==> config.mk <==
export PLATFORM = sky130hd
export DESIGN_NAME = nd_2to1_rr
export DESIGN_NICKNAME = d
export VERILOG_FILES = /design/src/rtl/nd_2to1_rr.sv
export SDC_FILE = /design/constraint.sdc
export NUM_CORES = 1
export LEC_CHECK = 0
export ABC_AREA = 1
export BUFFER_PORTS_ARGS = -buffer_cell sky130_fd_sc_hd__buf_2
export CAP_MARGIN = 15
export CORE_ASPECT_RATIO = 0.8
export CORE_MARGIN = 4
export CORE_UTILIZATION = 42
export DETAILED_ROUTE_END_ITERATION = 16
export PLACE_DENSITY = 0.87
export SYNTH_ARGS = -nofsm -noshare
export SYNTH_HDL_FRONTEND = slang
export SYNTH_SLANG_ARGS = --single-unit
==> constraint.sdc <==
create_clock -name i_clk -period 1.2 [get_ports i_clk]
set_input_delay 0.06 -clock i_clk [delete_from_list [all_inputs] [get_ports i_clk]]
set_output_delay 0.06 -clock i_clk [all_outputs]
set_load 0.005 [all_outputs]
==> src/rtl/nd_2to1_rr.sv <==
// nd_2to1_rr: round-robin 2-to-1 merge node for 4-phase req/ack channels.
// Optional per-input accept counters under `NS_ND_2TO1_CNT_EN.
`ifndef NS_ADDRESS_SIZE
`define NS_ADDRESS_SIZE 16
`endif
`ifndef NS_DATA_SIZE
`define NS_DATA_SIZE 32
`endif

module nd_2to1_rr #(
    parameter int ASZ = `NS_ADDRESS_SIZE,
    parameter int DSZ = `NS_DATA_SIZE
) (
    input  logic           i_clk,
    input  logic           reset,
    output logic           ready,
    input  logic           rcv0_req,
    output logic           rcv0_ack,
    input  logic [ASZ-1:0] rcv0_adr,
    input  logic [DSZ-1:0] rcv0_dat,
    input  logic           rcv1_req,
    output logic           rcv1_ack,
    input  logic [ASZ-1:0] rcv1_adr,
    input  logic [DSZ-1:0] rcv1_dat,
    output logic           snd0_req,
    input  logic           snd0_ack,
    output logic [ASZ-1:0] snd0_adr,
    output logic [DSZ-1:0] snd0_dat
`ifdef NS_ND_2TO1_CNT_EN
    ,
    output logic [7:0]     cnt0,
    output logic [7:0]     cnt1
`endif
);

    typedef enum logic [1:0] {
        IDLE,
        RCV_REL,
        SND,
        SND_REL
    } state_t;

    state_t         state_q, state_d;
    logic           last_q, last_d;
    logic [ASZ-1:0] buf_adr_q, buf_adr_d;
    logic [DSZ-1:0] buf_dat_q, buf_dat_d;
    logic           ack0_q, ack0_d;
    logic           ack1_q, ack1_d;
    logic           req_q, req_d;
    logic           ready_q;
    logic           take0, take1;
    logic           cur_req;

    // last_q doubles as the index of the input being served
    assign cur_req = last_q ? rcv1_req : rcv0_req;

    always_comb begin
        state_d   = state_q;
        last_d    = last_q;
        buf_adr_d = buf_adr_q;
        buf_dat_d = buf_dat_q;
        ack0_d    = ack0_q;
        ack1_d    = ack1_q;
        req_d     = req_q;
        take0     = 1'b0;
        take1     = 1'b0;
        unique case (state_q)
            IDLE: begin
                if (rcv0_req && (!rcv1_req || last_q)) begin
                    take0     = 1'b1;
                    buf_adr_d = rcv0_adr;
                    buf_dat_d = rcv0_dat;
                    ack0_d    = 1'b1;
                    last_d    = 1'b0;
                    state_d   = RCV_REL;
                end else if (rcv1_req) begin
                    take1     = 1'b1;
                    buf_adr_d = rcv1_adr;
                    buf_dat_d = rcv1_dat;
                    ack1_d    = 1'b1;
                    last_d    = 1'b1;
                    state_d   = RCV_REL;
                end
            end
            RCV_REL: begin
                if (!cur_req) begin
                    ack0_d  = 1'b0;
                    ack1_d  = 1'b0;
                    req_d   = 1'b1;
                    state_d = SND;
                end
            end
            SND: begin
                if (snd0_ack) begin
                    req_d   = 1'b0;
                    state_d = SND_REL;
                end
            end
            SND_REL: begin
                if (!snd0_ack) begin
                    state_d = IDLE;
                end
            end
        endcase
    end

    always_ff @(posedge i_clk) begin
        if (reset) begin
            state_q   <= IDLE;
            last_q    <= 1'b1;
            buf_adr_q <= '0;
            buf_dat_q <= '0;
            ack0_q    <= 1'b0;
            ack1_q    <= 1'b0;
            req_q     <= 1'b0;
            ready_q   <= 1'b0;
        end else begin
            state_q   <= state_d;
            last_q    <= last_d;
            buf_adr_q <= buf_adr_d;
            buf_dat_q <= buf_dat_d;
            ack0_q    <= ack0_d;
            ack1_q    <= ack1_d;
            req_q     <= req_d;
            ready_q   <= 1'b1;
        end
    end

    assign ready    = ready_q;
    assign rcv0_ack = ack0_q;
    assign rcv1_ack = ack1_q;
    assign snd0_req = req_q;
    assign snd0_adr = buf_adr_q;
    assign snd0_dat = buf_dat_q;

`ifdef NS_ND_2TO1_CNT_EN
    logic [7:0] cnt0_q, cnt1_q;

    // take pulses mark the edge on which the matching ack rises
    always_ff @(posedge i_clk) begin
        if (reset) begin
            cnt0_q <= 8'd0;
            cnt1_q <= 8'd0;
        end else begin
            if (take0) cnt0_q <= cnt0_q + 8'd1;
            if (take1) cnt1_q <= cnt1_q + 8'd1;
        end
    end

    assign cnt0 = cnt0_q;
    assign cnt1 = cnt1_q;
`endif

endmodule
-- Word level (Yosys, flattened, before mapping)
Index checks and enable logic that the tools add are counted.
- flip-flop bits (word level): 55
- input port bits: 101
- output and inout port bits: 52
- logic and storage cells: 52
- equality and inequality tests: 10
- multiplexer cells: 22
- reduce and logical (&&, ||, !) cells: 12
- operator list (cell ; count):
    32-bit two-way mux ; 2
    16-bit two-way mux ; 2
    2-bit inequality test (second input constant) ; 6
    2-bit two-way mux ; 5
    1-bit two-way mux ; 9
    2-bit case mux with 4 select lines ; 1
    4-bit AND reduction ; 2
    1-bit case mux with 2 select lines ; 3
    3-bit AND reduction ; 2
    2-bit nonzero test ; 3
    2-bit equality test (second input constant) ; 2
    3-bit inequality test (second input constant) ; 1
    2-bit by 1-bit equality test with 1-bit output (second input constant) ; 1
    2-bit logical NOT ; 1
    2-bit AND reduction ; 1
    1-bit logical AND ; 1
    1-bit logical NOT ; 1
    1-bit logical OR ; 1

-- Logic depth before layout (Yosys ltp)
Gate-level depths: netlist (run 1).
- word-level depth: 5
- depth in mapped cells: 9
- mapped depth without buffers: 9

-- Least setup slack after synthesis (run 1)
No wires, ideal clock.
- path type: register to register
- start: reg state_q[0]
- end: reg last_q
- library setup time: 0.123 ns
- arrival time: 1.160 ns
- required time: 1.077 ns
- slack: -0.083 ns
- stages on the path, launching flop included: 8
- buffers on the path: 1
- period minus slack after synthesis: 1.283 ns
- cell sequence: dfxtp_1 > inv_1 > ha_1 > nand2_4 > inv_4 > buf_4 > a21oi_1 > o21ai_0
- cells in the longest elaborated chain, start to end: 2
- RTL lines (what ; RTL line ; source):
    start: declaration ; 43 ; state_t state_q, state_d;
    start signal: assignment ; 118 ; state_q <= state_d;
    2-bit logical NOT ; 67 ; unique case (state_q)
    2-bit AND reduction (no line) ; - ;
    end signal: assignment ; 119 ; last_q <= last_d;
    end: declaration ; 44 ; logic last_q, last_d;
Every way passes these cells.
A chain may end at the register's enable or synchronous reset.

-- Worst setup path after layout (run 1)
- start: reg state_q[1]
- end: reg ack1_q (netlist: rcv1_ack)
- cells in the longest elaborated chain, start to end: 3
- elaborated cells on any way between the ends: 8
- classes of those cells: 4 x eq/ne; 1 x mux; 3 x reduce/logical
- RTL lines (what ; RTL line ; source):
    2-bit by 1-bit equality test with 1-bit output / 2-bit logical NOT (equally long branches) ; 67 ;
    2-bit inequality test (no line) / 2-bit nonzero test (equally long branches) ; - ;
    4-bit AND reduction (no line) ; - ;
    end signal: assignment ; 123 ; ack1_q <= ack1_d;
    end: declaration ; 48 ; logic ack1_q, ack1_d;
Parallel ways exist; a longest one is shown, timed or not.

==> results.sh, run 1 <==
export IMPL_gp_routability_congestion=0.888
export IMPL_start_util_pct=43.6
export IMPL_tightestPinTransition_ps=318
export IMPL_design_core_area_um2=6960
export IMPL_clk_latency_ps=300
export IMPL_drt_antenna_violating_nets=0
export IMPL_path_max_fanout=5
export IMPL_syn_cell_area_um2=3030
export IMPL_finalCoreUtilization_pct=61.1
export IMPL_synth_area_leaders="sky130_fd_sc_hd__dfxtp_1 (36%), sky130_fd_sc_hd__nand2_1 (14%), sky130_fd_sc_hd__nand3b_1 (12%)"
export IMPL_grt_setup_unrepaired="yes"
export IMPL_worstHoldPathType="in2reg"
export IMPL_buffer_ports_inserted=152
export IMPL_cts_hold_buffers=0
export IMPL_area_of_the_multi_input_gates_um2=1600
export IMPL_synthDistinctLibCells=18
export IMPL_period_minus_slack_ps=1250
export IMPL_cp_start_kind="flop"
export IMPL_drtPass1Iterations=4
export IMPL_grt_util_met1_pct=25.0
export IMPL_globalRouteMet3Util_pct=4.51
export IMPL_post_detailed_placement_half_perimeter_wirelength_um=6630
export IMPL_wirelength_um=9350
export IMPL_grt_busiest_layer="met2"
export IMPL_insertedDiodeCount=0
export IMPL_worstPathRequired_ps=1400
export IMPL_synth_seq_area_share_pct=36.3
export IMPL_static_leakage_power_nw=2.24
export IMPL_ys_warn_count=0
export IMPL_synthDominantCellAreaShare_pct=36.3
export IMPL_final_setup_worst_slack_ps=-50.4
export IMPL_fin_worst_hold_slack_ps=85.4
export IMPL_vias=3392
export IMPL_max_cap_violations=0
export IMPL_maximum_number_of_pins_on_one_net_before_global_route_repair=41
export IMPL_outcome="finished, violations left"
export IMPL_synth_largest_area_cell="sky130_fd_sc_hd__dfxtp_1"
export IMPL_failing_checks="negative setup slack"
export IMPL_htree_levels=2
export IMPL_num_nets_final=704
export IMPL_maxSlewHeadroom_pct=78.8
export IMPL_drive_gt1_share_pct=36.4
export IMPL_clock_sinks=55
export IMPL_cts_root_to_sink_buffers=2
export IMPL_r2r_setup_slack_ps=-50
export IMPL_grt_total_usage_pct=19.9
export IMPL_sequential_cell_area_um2=1110
export IMPL_clock_tree_from_tritoncts="built"
export IMPL_post_drt_wl_per_cell_um=13.6
export IMPL_finalHoldViolations=0
export IMPL_synth_ff_latch_count=55
export IMPL_timing_worst_setup_path_type="reg2reg"
export IMPL_die_h_um=84.0
export IMPL_timing_final_crit_share_pct=104
export IMPL_antenna_found_initial=0
export IMPL_die_span_in_x_um=103
export IMPL_cells_after_synth=448
export IMPL_clock_skew_final_ps=6.99
export IMPL_cts_buffers=5
export IMPL_slew_viol_final=0
export IMPL_final_number_of_setup_violating_endpoints=34
export IMPL_clk_pin_slew_worst_paths_ps=100
export IMPL_floorplan_die_area_um2=8660
export IMPL_fillers=624
export IMPL_overall_power_after_layout_mw=8.30
export IMPL_worst_ir_drop_vdd_uv=842
export IMPL_drcViolationCount=0
export IMPL_p_per_area_nw_per_um2=1950
export IMPL_initialDrtViolationCount=122
export IMPL_core_rowCount=27
export IMPL_first_pass_grt_wire_length_um=14200
export IMPL_achievable_clock_frequency_mhz=800
export IMPL_detailedPlace_worstSlack_ps=-102
export IMPL_critical_path_arrival_ps=1450
export IMPL_io_pins=153
export IMPL_use_met2_pct=34.9
export IMPL_grt_overflow_total=0
export IMPL_setup_tns_final_ps=-687
export IMPL_clock_root_buffer="sky130_fd_sc_hd__clkbuf_8"
export IMPL_syn_mean_instance_area_um2=6.77
export IMPL_end_kind="flop"
export IMPL_syn_num_nets=554
export IMPL_flow_area_growth_from_synthesis_pct=40.1
export IMPL_number_of_global_route_vias_before_repair=3086
export IMPL_detail_route_vias_per_cell=4.94
-- power by group --
part	switching (mW)	total (mW)	internal, mW
clock	0.593	1.07	0.475
sequential	0.317	2.70	2.38
combinational	2.39	4.53	2.15
-- routing by layer --
layer / wire [um] / up-vias / share of wire, %
met1: 3880 / 1526 / 42
met2: 4560 / 144 / 49
met5: 0 / - / 0
li1: - / 1714 / -
met4: 76 / 0 / 0.81
met3: 833 / 8 / 8.9
-- worst paths after layout --
kind,start,endpoint,depth (start not counted)
setup reg to reg,state_q[1],rcv1_ack,7
hold reg to reg,snd0_dat[5],snd0_dat[5],2
hold / removal,rcv1_dat[19],snd0_dat[19],5
setup / recovery,state_q[1],rcv1_ack,7
-- through the flow --
stage	cell area, um^2	cells
final	4250	686
after detailed placement	3930	671
after global routing	4250	686
after floorplan	3050	448
after CTS	4120	683
after global placement	3930	671
-- critical path, cell delays in order (launching register included) --
cell                      delay, ps
sky130_fd_sc_hd__dfxtp_2        350
sky130_fd_sc_hd__inv_4           70
sky130_fd_sc_hd__ha_2           230
sky130_fd_sc_hd__nor2_1          70
sky130_fd_sc_hd__nor2_1         180
sky130_fd_sc_hd__nand2_1         90
sky130_fd_sc_hd__o21ai_1        120
sky130_fd_sc_hd__nor2_1          50
-- cells by family (layout without fill, tap and decap cells) --
| family | after synthesis | in the layout | synth area share [%] |
|---|---|---|---|
| and+or+nand+nor | 234 | 234 | 37.6 |
| AOI/OAI and AO/OA | 56 | 56 | 9.32 |
| adders and majority gates | 5 | 5 | 2.06 |
| buffers and inverters | 98 | 249 | 14.7 |
| DFF | 55 | 55 | 36.3 |
-- Yosys cell counts --
library cell and n:
sky130_fd_sc_hd__nand2_1 115, sky130_fd_sc_hd__inv_1 62, sky130_fd_sc_hd__dfxtp_1 55, sky130_fd_sc_hd__nand3_1 54, sky130_fd_sc_hd__a21oi_1 52, sky130_fd_sc_hd__nand3b_1 48, sky130_fd_sc_hd__clkbuf_1 13, sky130_fd_sc_hd__nor2_1 13
sky130_fd_sc_hd__buf_2 7, sky130_fd_sc_hd__buf_4 6, sky130_fd_sc_hd__buf_6 6, sky130_fd_sc_hd__ha_1 5, sky130_fd_sc_hd__inv_2 3, sky130_fd_sc_hd__nand2_2 3, sky130_fd_sc_hd__o21ai_0 3, sky130_fd_sc_hd__inv_4 1
sky130_fd_sc_hd__nand2_4 1, sky130_fd_sc_hd__o21bai_1 1
-- final cells by class --
class / instances / share of cell area [%]
multi-input combinational: 295 / 37.7
sequential: 55 / 26.0
timing repair buffer: 175 / 25.2
inverter: 66 / 6.30
tap: 87 / 2.56
clock buffer: 7 / 2.03
clock inverter: 1 / 0.206
-- layout by cell type (no fill, tap or decap), drive strengths merged --
master / instances
dfxtp: 55
o21bai: 1
clkinv: 2
inv: 65
nor2: 13
nand2: 119
nand3: 54
a21oi: 52
o21ai: 3
buf: 174
ha: 5
nand3b: 48
clkbuf: 8
-- state kept, by name (all words and copies together), names as in the netlist --
signal / count
snd0_dat: 32
snd0_adr: 16
state_q: 2
last_q: 1
rcv0_ack: 1
rcv1_ack: 1
ready: 1
snd0_req: 1
-- what timing repair did --
item,4_1_cts,5_1_grt
setup endpoints to repair,54,53
resized for setup,17,26
cloned,1,1
setup buffers,3,2
hold endpoints to repair,0,0
pin swaps,5,12
Note: power is estimated with default switching activity, not from simulation.
==> run 2: changes to the inputs <==
Settings changed: CORE_UTILIZATION 42 to 46, HOLD_SLACK_MARGIN set to 0.02, PLACE_DENSITY 0.87 to 0.9.
Clock period 1.2 ns to 1.3 ns, I/O delays scaled along.
==> run 2 against run 1 <==
Against the previous run: wire length shrank 2.1%; sequential cell count unchanged; the flow now finishes without violations; first-iteration DRC count increased by 49%; highest routed layer unchanged; critical path type unchanged; clock skew fell by 1.0 ps; final cell count decreased by 1.2%; largest cell class unchanged; register-to-register slack better by 120 ps; die area down 8.0%; core utilization up 3.5 points.
==> results.sh, run 2 (synthesis gave the netlist of run 1 again) <==
export IMPL_critical_path_reg2reg_startpoint="state_q[1]"
export IMPL_num_nets_final=699
export IMPL_fillers=546
export IMPL_mostFrequentLayoutCell="sky130_fd_sc_hd__buf_2"
export IMPL_p_per_area_nw_per_um2=1770
export IMPL_end_kind="flop"
export IMPL_wirelength_um=9150
export IMPL_maximum_number_of_pins_on_one_net_before_global_route_repair=38
export IMPL_die_h_um=80.6
export IMPL_insertedDiodeCount=0
export IMPL_grt_busiest_layer="met2"
export IMPL_number_of_global_route_vias_before_repair=3258
export IMPL_worstPathRequired_ps=1530
export IMPL_floorplan_die_area_um2=7970
export IMPL_cts_buffers=5
export IMPL_clock_root_buffer="sky130_fd_sc_hd__clkbuf_8"
export IMPL_clk_pin_slew_worst_paths_ps=90
export IMPL_timing_final_crit_share_pct=94.8
export IMPL_design_core_area_um2=6410
export IMPL_slowest_delay_ps=350
export IMPL_core_rowCount=26
export IMPL_grt_util_met1_pct=23.7
export IMPL_hold_critical_path_endpoint="snd0_req"
export IMPL_drt_antenna_violating_nets=0
export IMPL_detail_route_vias_per_cell=5.06
export IMPL_post_drt_wl_per_cell_um=13.5
export IMPL_cts_root_to_sink_buffers=2
export IMPL_post_detailed_placement_half_perimeter_wirelength_um=6750
export IMPL_use_met2_pct=38.3
export IMPL_drcViolationCount=0
export IMPL_largest_register_ffs=32
export IMPL_hold_start="snd0_ack"
export IMPL_clock_skew_final_ps=5.98
export IMPL_final_number_of_setup_violating_endpoints=0
export IMPL_finalCoreUtilization_pct=64.6
export IMPL_slowest_stage="sky130_fd_sc_hd__dfxtp_2"
export IMPL_timing_worst_setup_path_type="reg2reg"
export IMPL_timing_critical_path_buf_inv=3
export IMPL_drtPass1Iterations=5
export IMPL_family_of_cells_with_the_greatest_summed_delay_on_the_critical_path="flip-flops"
export IMPL_crit_reg2reg_capture="snd0_dat[3]"
export IMPL_grt_overflow_total=0
export IMPL_gp_routability_congestion=0.955
export IMPL_path_max_fanout=10
export IMPL_grt_setup_unrepaired="yes"
export IMPL_initialDrtViolationCount=182
export IMPL_critical_path_arrival_ps=1470
export IMPL_tightestPinTransition_ps=339
export IMPL_maxSlewHeadroom_pct=77.4
export IMPL_drive_gt1_share_pct=33.7
export IMPL_timing_hold_worst_path_depth=4
export IMPL_most_common_layout_cells="sky130_fd_sc_hd__buf_2 (152), sky130_fd_sc_hd__nand2_1 (114), sky130_fd_sc_hd__inv_1 (59)"
export IMPL_buffer_ports_inserted=152
export IMPL_finalHoldViolations=0
export IMPL_r2r_cells=7
export IMPL_globalRouteMet3Util_pct=5.99
export IMPL_achievable_clock_frequency_mhz=812
export IMPL_grt_total_usage_pct=21.3
export IMPL_io_pins=153
export IMPL_outcome="complete, no violations"
export IMPL_slew_viol_final=0
export IMPL_clock_tree_from_tritoncts="built"
export IMPL_vias=3430
export IMPL_start_util_pct=47.3
export IMPL_setup_tns_final_ps=0
export IMPL_die_span_in_x_um=98.8
export IMPL_clock_sinks=55
export IMPL_worstHoldPathType="in2reg"
export IMPL_htree_levels=2
export IMPL_flow_area_growth_from_synthesis_pct=36.5
export IMPL_static_leakage_power_nw=2.20
export IMPL_first_pass_grt_wire_length_um=14000
export IMPL_worst_ir_drop_vdd_uv=1050
export IMPL_r2r_setup_slack_ps=70
export IMPL_antenna_found_initial=0
export IMPL_period_minus_slack_ps=1230
export IMPL_clk_latency_ps=300
export IMPL_cts_setup_buffers=0
export IMPL_max_cap_violations=0
export IMPL_crit_path_cells="inv_4 -> ha_4 -> nand2_8 -> clkinv_8 -> clkbuf_16 -> nand3_1 -> a21oi_1"
export IMPL_cp_start_kind="flop"
run 2: cell count changes in the layout (fill, tap and decap cells not counted), sizes merged:
| cell | previous run | this run |
|---|---|---|
| clkbuf | 8 | 9 |
| buf | 174 | 168 |
run 2: worst reg2reg max path, delay by kind of cell (launching register included):
family / cells / cell delay, ps
buf+inv: 3 / 330
simple gates: 2 / 160
flops: 1 / 350
fa+ha+maj: 1 / 190
compound gates: 1 / 130
run 2: area by class of cell:
class	count	area (um^2)	share of cell area [%]
inverters	66	265	6.40
clock buffers	7	86.3	2.08
well taps	84	105	2.54
repair buffers	170	1000	24.3
flip-flops and latches	55	1100	26.6
multi-input cells	295	1570	37.9
clock inverters	1	8.76	0.211
run 2: routing by layer:
layer	routed length, um	vias to the layer above
met5	0	-
met4	93	0
met3	876	8
met2	4500	170
met1	3680	1551
li1	-	1701
run 2: power breakdown:
part / total (mW) / internal, mW / leakage [nW] / switching [mW]
combinational: 3.87 / 1.79 / 1.69 / 2.09
clock: 0.985 / 0.438 / 0.0484 / 0.547
sequential: 2.46 / 2.19 / 0.455 / 0.270
total: 7.32 / 4.42 / 2.20 / 2.90
run 2: how the worst max path moves through the flow:
| stage | cells past startpoint | start | slack [ps] | to |
|---|---|---|---|---|
| finish | 7 | state_q[1] | 70 | snd0_dat[3] |
| floorplan | 7 | state_q[0] | 20 | last_q |
| detailed placement | 7 | state_q[0] | -70 | snd0_dat[17] |
| global placement | 7 | state_q[0] | 3 | snd0_dat[15] |
| global route | 7 | state_q[1] | -20 | snd0_dat[0] |
| CTS | 9 | state_q[0] | 20 | state_q[1] |
run 2: what timing repair did:
action / 4_1_cts / 5_1_grt
cloned: 0 / 2
setup endpoints to repair: 46 / 45
gates resized for setup: 8 / 22
pin swaps: 0 / 8
hold buffers: 0 / 0
run 2: through the flow:
step / power, mW / setup WS, ps / hold slack, ps / cells / cell area (um^2)
2_1_floorplan: 4.67 / 17.3 / 237 / 448 / 3030
3_3_place_gp: 5.69 / 2.79 / 371 / 668 / 3890
3_5_place_dp: 5.83 / -72.1 / 395 / 668 / 3890
4_1_cts: 6.93 / 18.7 / 67.0 / 676 / 4010
5_1_grt: 7.91 / -15.8 / 93.7 / 678 / 4140
6_report: 7.32 / 68.2 / 74.9 / 678 / 4140
